===== config.mk =====
export PLATFORM = sky130hd
export DESIGN_NAME = rcas_acc_seq
export DESIGN_NICKNAME = d
export VERILOG_FILES = /design/src/rtl/rcas_pkg.sv /design/src/rtl/rcas_addsub_w.sv /design/src/rtl/rcas_acc_seq.sv
export SDC_FILE = /design/constraint.sdc
export NUM_CORES = 1
export LEC_CHECK = 0
export ABC_AREA = 0
export BUFFER_PORTS_ARGS = -buffer_cell sky130_fd_sc_hd__buf_2
export CORE_ASPECT_RATIO = 1.2
export CORE_MARGIN = 2
export CORE_UTILIZATION = 35
export DETAILED_ROUTE_END_ITERATION = 12
export SYNTH_ARGS = -nofsm -noshare
export SYNTH_HDL_FRONTEND = slang
export SYNTH_SLANG_ARGS = --single-unit

===== constraint.sdc =====
create_clock -name clk -period 2.2 [get_ports clk]
set_input_delay 0.55 -clock clk [delete_from_list [all_inputs] [get_ports clk]]
set_output_delay 0.55 -clock clk [all_outputs]
set_load 0.01 [all_outputs]

===== src/rtl/rcas_pkg.sv =====
// rcas_pkg: shared encodings for the rcas accumulator sequencer.
//   op_t    : command opcodes carried on cmd_op (LOAD/ADD/SUB/CLR).
//   state_t : sequencer states (IDLE accepts, EXEC computes, RESP presents).
package rcas_pkg;

    typedef enum logic [1:0] {
        OP_LOAD = 2'b00,
        OP_ADD  = 2'b01,
        OP_SUB  = 2'b10,
        OP_CLR  = 2'b11
    } op_t;

    typedef enum logic [1:0] {
        ST_IDLE = 2'b00,
        ST_EXEC = 2'b01,
        ST_RESP = 2'b10
    } state_t;

endpackage


===== src/rtl/rcas_addsub_w.sv =====
// rcas_addsub_w: combinational W-bit ripple-carry adder/subtractor.
//   a, b  : operands
//   con   : 0 = a + b, 1 = a - b (b inverted, carry-in of 1)
//   s     : W-bit sum
//   cout  : carry-out; for subtraction 1 means no borrow
module rcas_addsub_w #(
    parameter int W = 3
) (
    input  logic [W-1:0] a,
    input  logic [W-1:0] b,
    input  logic         con,
    output logic [W-1:0] s,
    output logic         cout
);

    logic [W-1:0] bx;
    logic [W:0]   sum;

    always_comb begin
        bx  = b ^ {W{con}};
        sum = {1'b0, a} + {1'b0, bx} + {{W{1'b0}}, con};
    end

    assign s    = sum[W-1:0];
    assign cout = sum[W];

endmodule


===== src/rtl/rcas_acc_seq.sv =====
// rcas_acc_seq: command-sequenced accumulator around rcas_addsub_w.
//   clk, rst             : clock, synchronous active-high reset
//   cmd_valid/cmd_ready  : command handshake (ready only in IDLE)
//   cmd_op, cmd_data     : opcode (LOAD/ADD/SUB/CLR) and operand
//   res_valid/res_ready  : result handshake (valid only in RESP)
//   acc, cout, ovf, zero : registered accumulator and flags
// Optional macro RCAS_ACC_SAT_EN: unsigned saturation of ADD/SUB results;
// cout/ovf still report the raw datapath values.
module rcas_acc_seq
    import rcas_pkg::*;
#(
    parameter int W = 3
) (
    input  logic         clk,
    input  logic         rst,
    input  logic         cmd_valid,
    output logic         cmd_ready,
    input  logic [1:0]   cmd_op,
    input  logic [W-1:0] cmd_data,
    output logic         res_valid,
    input  logic         res_ready,
    output logic [W-1:0] acc,
    output logic         cout,
    output logic         ovf,
    output logic         zero
);

    state_t       state;
    state_t       state_nxt;
    op_t          op_reg;
    logic [W-1:0] data_reg;

    logic         con;
    logic [W-1:0] bx;
    logic [W-1:0] s;
    logic         c;

    logic [W-1:0] acc_nxt;
    logic         cout_nxt;
    logic         ovf_nxt;

    // Datapath: accumulator is always operand A.
    assign con = (op_reg == OP_SUB);
    assign bx  = data_reg ^ {W{con}};

    rcas_addsub_w #(.W(W)) u_addsub (
        .a    (acc),
        .b    (data_reg),
        .con  (con),
        .s    (s),
        .cout (c)
    );

    // FSM: state register
    always_ff @(posedge clk) begin
        if (rst) begin
            state <= ST_IDLE;
        end else begin
            state <= state_nxt;
        end
    end

    // FSM: next-state logic
    always_comb begin
        state_nxt = state;
        unique case (state)
            ST_IDLE: if (cmd_valid) state_nxt = ST_EXEC;
            ST_EXEC: state_nxt = ST_RESP;
            ST_RESP: if (res_ready) state_nxt = ST_IDLE;
            default: state_nxt = ST_IDLE;
        endcase
    end

    // FSM: outputs
    always_comb begin
        cmd_ready = (state == ST_IDLE);
        res_valid = (state == ST_RESP);
    end

    // Command capture on accept
    always_ff @(posedge clk) begin
        if (rst) begin
            op_reg   <= OP_LOAD;
            data_reg <= '0;
        end else if (state == ST_IDLE && cmd_valid) begin
            op_reg   <= op_t'(cmd_op);
            data_reg <= cmd_data;
        end
    end

    // Result selection for the EXEC cycle
    always_comb begin
        acc_nxt  = acc;
        cout_nxt = 1'b0;
        ovf_nxt  = 1'b0;
        unique case (op_reg)
            OP_LOAD: acc_nxt = data_reg;
            OP_CLR:  acc_nxt = '0;
            OP_ADD, OP_SUB: begin
                cout_nxt = c;
                ovf_nxt  = (acc[W-1] == bx[W-1]) && (s[W-1] != acc[W-1]);
`ifdef RCAS_ACC_SAT_EN
                if (op_reg == OP_ADD) begin
                    acc_nxt = c ? '1 : s;
                end else begin
                    acc_nxt = c ? s : '0;
                end
`else
                acc_nxt = s;
`endif
            end
            default: acc_nxt = acc;
        endcase
    end

    // Accumulator and flag registers, updated only in EXEC
    always_ff @(posedge clk) begin
        if (rst) begin
            acc  <= '0;
            cout <= 1'b0;
            ovf  <= 1'b0;
            zero <= 1'b1;
        end else if (state == ST_EXEC) begin
            acc  <= acc_nxt;
            cout <= cout_nxt;
            ovf  <= ovf_nxt;
            zero <= (acc_nxt == '0);
        end
    end

endmodule


==> summary.md <==
| Metric | Value |
|---|---|
| DRC Markers | `0` |
| Synth area leaders | `dfxtp_1 (38%), ha_1 (7.3%), mux2i_1 (7.3%)` |
| Drt wl/cell | `12.6 um` |
| Max Root-Sink Buffers | `2` |
| EDFF count, synth | `0` |
| Fin crit period | `2.30 ns` |
| CP Class | `flop to flop` |
| Hold Crit Class | `flop to flop` |
| Total clock sinks | `13` |
| Outcome | `complete, but fails checks` |
| Delay-heaviest family, CP | `adder cells` |
| CP max stage delay | `0.52 ns` |
| Period utilization | `1.04` |
| Worst-Skew Late Latency | `0.29 ns` |
| Largest net degree at the start of global routing | `15` |
| Storage element area | `262 um^2` |
| Chip width | `44.4 um` |
| Power share of the sequential group | `0.479` |
| Synth unique cells | `28` |
| Max Slew Vio Count | `0` |
| Clk slew on worst S/H paths | `0.09 ns` |
| Syn_nets | `85` |
| Psw | `0.163 mW` |
| Layout cells sized above 1 | `0.316` |
| Placer Congestion | `0.729` |
| First-pass GRT wire length | `2.44 mm` |
| Final Non-Filler Cells | `114` |
| Final setup vio count | `1` |
| Worst path required time | `2.38 ns` |
| Post-CTS sizing | `0` |
| Mapped Cells | `71` |
| Post-route antenna net violation count | `0` |
| Sequential element share of the synthesized area | `0.380` |
| NumNets Final | `110` |
| I/O Buffers | `16` |
| Total core area | `0.00185 mm^2` |
| Root Buffer Master | `clkbuf_4` |
| Iteration-0 DRC Markers | `13` |
| # Max-Cap Violations | `0` |
| H-tree levels | `1` |
| Max stage delay cell, worst path | `fa_1` |
| Prevailing post-synth register cell | `dfxtp_1` |
| Synth area leader | `dfxtp_1` |
| CTS tree | `yes` |
| Footprint of the multi-input gates | `423 um^2` |
| Clock power share | `0.289` |
| Int Power | `0.383 mW` |
| Placed cells | `110` |
| Pleak | `0.406 nW` |
| Synth Register Bits | `13` |
| FMAX | `435 MHz` |
| GR Overflow Total | `0` |
| P per Cell Area | `630 mW/mm^2` |
| CP endpoint kind | `flop` |
| Total CTS buffers | `3` |
| Initial antenna violation count | `0` |
| Crit path launch type | `flop` |
| Total wire length | `1.43 mm` |
| FILL cells | `182` |
| Crit path from | `op_reg[0]$_SDFFE_PP0P_` |
| GRT Total Usage | `0.153` |
| Failing checks | `negative setup slack` |
| Post-DP HPWL | `1.10 mm` |
| IR drop worst, VDD | `0.426 mV` |
| Reg2reg start | `op_reg[0]$_SDFFE_PP0P_` |
| Synthesized area per cell | `9.66 um^2` |
| Share of the synthesized area in the top cell type | `0.380` |
| Vert. Die Dim | `52.5 um` |
| Rows | `17` |
| Final Core Density | `0.469` |
| Slew @ Worst Pin | `0.588 ns` |
| Combinational Power Share | `0.232` |
| RSZ-0062 raised after global routing | `yes` |
| Synth warn | `0` |
| Vias in the first global route | `527` |
| Drt pass-1 iters | `4` |
| Crit Path Max Fanout | `3` |
| Asr flop ratio synth | `0` |
| Diodes inserted | `0` |
| Setup ws final | `-0.0975 ns` |
| Setup TNS | `-0.0975 ns` |
| # Post-CTS Setup Buffers | `0` |
| Starting Density | `0.371` |
| CP Cell Sequence | `inv_2 > ha_4 > mux2_4 > fa_1 > nor4bb_1 > or4_1 > a221o_1` |
| Netlist Area Pre-Place | `686 um^2` |
| CP arrival | `2.48 ns` |
| Fin. Hold Viols | `0` |
| Hold Startpoint | `ovf$_SDFFE_PP0N_` |
| Post-DR vias/cell | `5.14` |
| Bufs and invs on worst path | `1` |
| Total number of vias | `586` |
| IO Count | `17` |
| Synth cell count leaders | `dfxtp_1 (13), nor2_1 (9), mux2i_1 (5), nor2b_1 (5)` |
| Net Sw Frac | `0.299` |
| Area delta synth->final | `26.5%` |
| Die Footprint | `0.00233 mm^2` |
| Count leader, synth | `dfxtp_1` |
| Clock Skews | `0.00542 ns` |
| Slew headroom | `0.606` |
## power groups by stage
stage,sequential [mW],combinational (mW),clock [mW]
2_1_floorplan,0.269,0.0863,0
3_3_place_gp,0.267,0.126,0
3_5_place_dp,0.267,0.128,0
4_1_cts,0.262,0.128,0.161
5_1_grt,0.263,0.143,0.176
6_report,0.261,0.127,0.158
## path summary, 6_finish.rpt
path | endpoint | slack (ns) | depth (start not counted)
setup reg to reg | zero$_SDFFE_PP1N_ | -0.1 | 7
hold reg to reg | ovf$_SDFFE_PP0N_ | 0.48 | 2
hold / removal | ovf$_SDFFE_PP0N_ | 0.48 | 2
setup / recovery | zero$_SDFFE_PP1N_ | -0.1 | 7
## per-layer routing
layer  GRT usage  vias to the layer above  wire length (um)
met1       0.173                      270               626
met5           0                        -                 0
li1            -                      301                 -
met4       0.106                        0                38
met2       0.238                       10               723
met3      0.0517                        5                44
## stage by stage
step / setup WS (ns) / area (um^2) / power [mW] / hold WS [ns]
2_1_floorplan: -0.0938 / 703 / 0.355 / 0.465
3_3_place_gp: -0.122 / 841 / 0.393 / 0.440
3_5_place_dp: -0.141 / 841 / 0.395 / 0.477
4_1_cts: -0.0906 / 867 / 0.551 / 0.487
5_1_grt: -0.165 / 867 / 0.583 / 0.478
6_report: -0.0975 / 867 / 0.546 / 0.479
## cell usage in the layout, fill, tap and decap left out, types with 3 or more instances in the layout
cell and count:
xor2_1 4, ha_1 3, mux2i_1 5, a21oi_1 3
dfxtp_1 12, buf_2 16, buf_4 6, nor2_1 9
clkbuf_4 3, nor2b_1 5
## final cells by class
cell class	count	share of cell area
multi-input combinational	54	0.488
sequential	13	0.302
timing repair buffer	22	0.144
clock buffer	4	0.0303
tap	19	0.0274
inverter	2	0.00866
## worst min-delay path, cell delays in order, from the launching register on
cell and delay [ns]:
dfxtp_1 0.32, nand2_1 0.05, a21oi_1 0.06
## repair_timing
action | in CTS | in global routing
pin swaps | 1 | 0
setup endpoints to repair | 1 | 1
gates cloned | 0 | 0
hold buffers | 0 | 0
## cells by family after synthesis
logic type,after synthesis,synth area share
buffers and inverters,4,0.0274
xor gates and xnor gates,4,0.0511
adders and majority gates,5,0.102
DFF,13,0.380
and+or+nand+nor,28,0.243
AOI/OAI and AO/OA,11,0.108
muxes,6,0.0894
No activity file was read; power rests on OpenSTA's default activity.
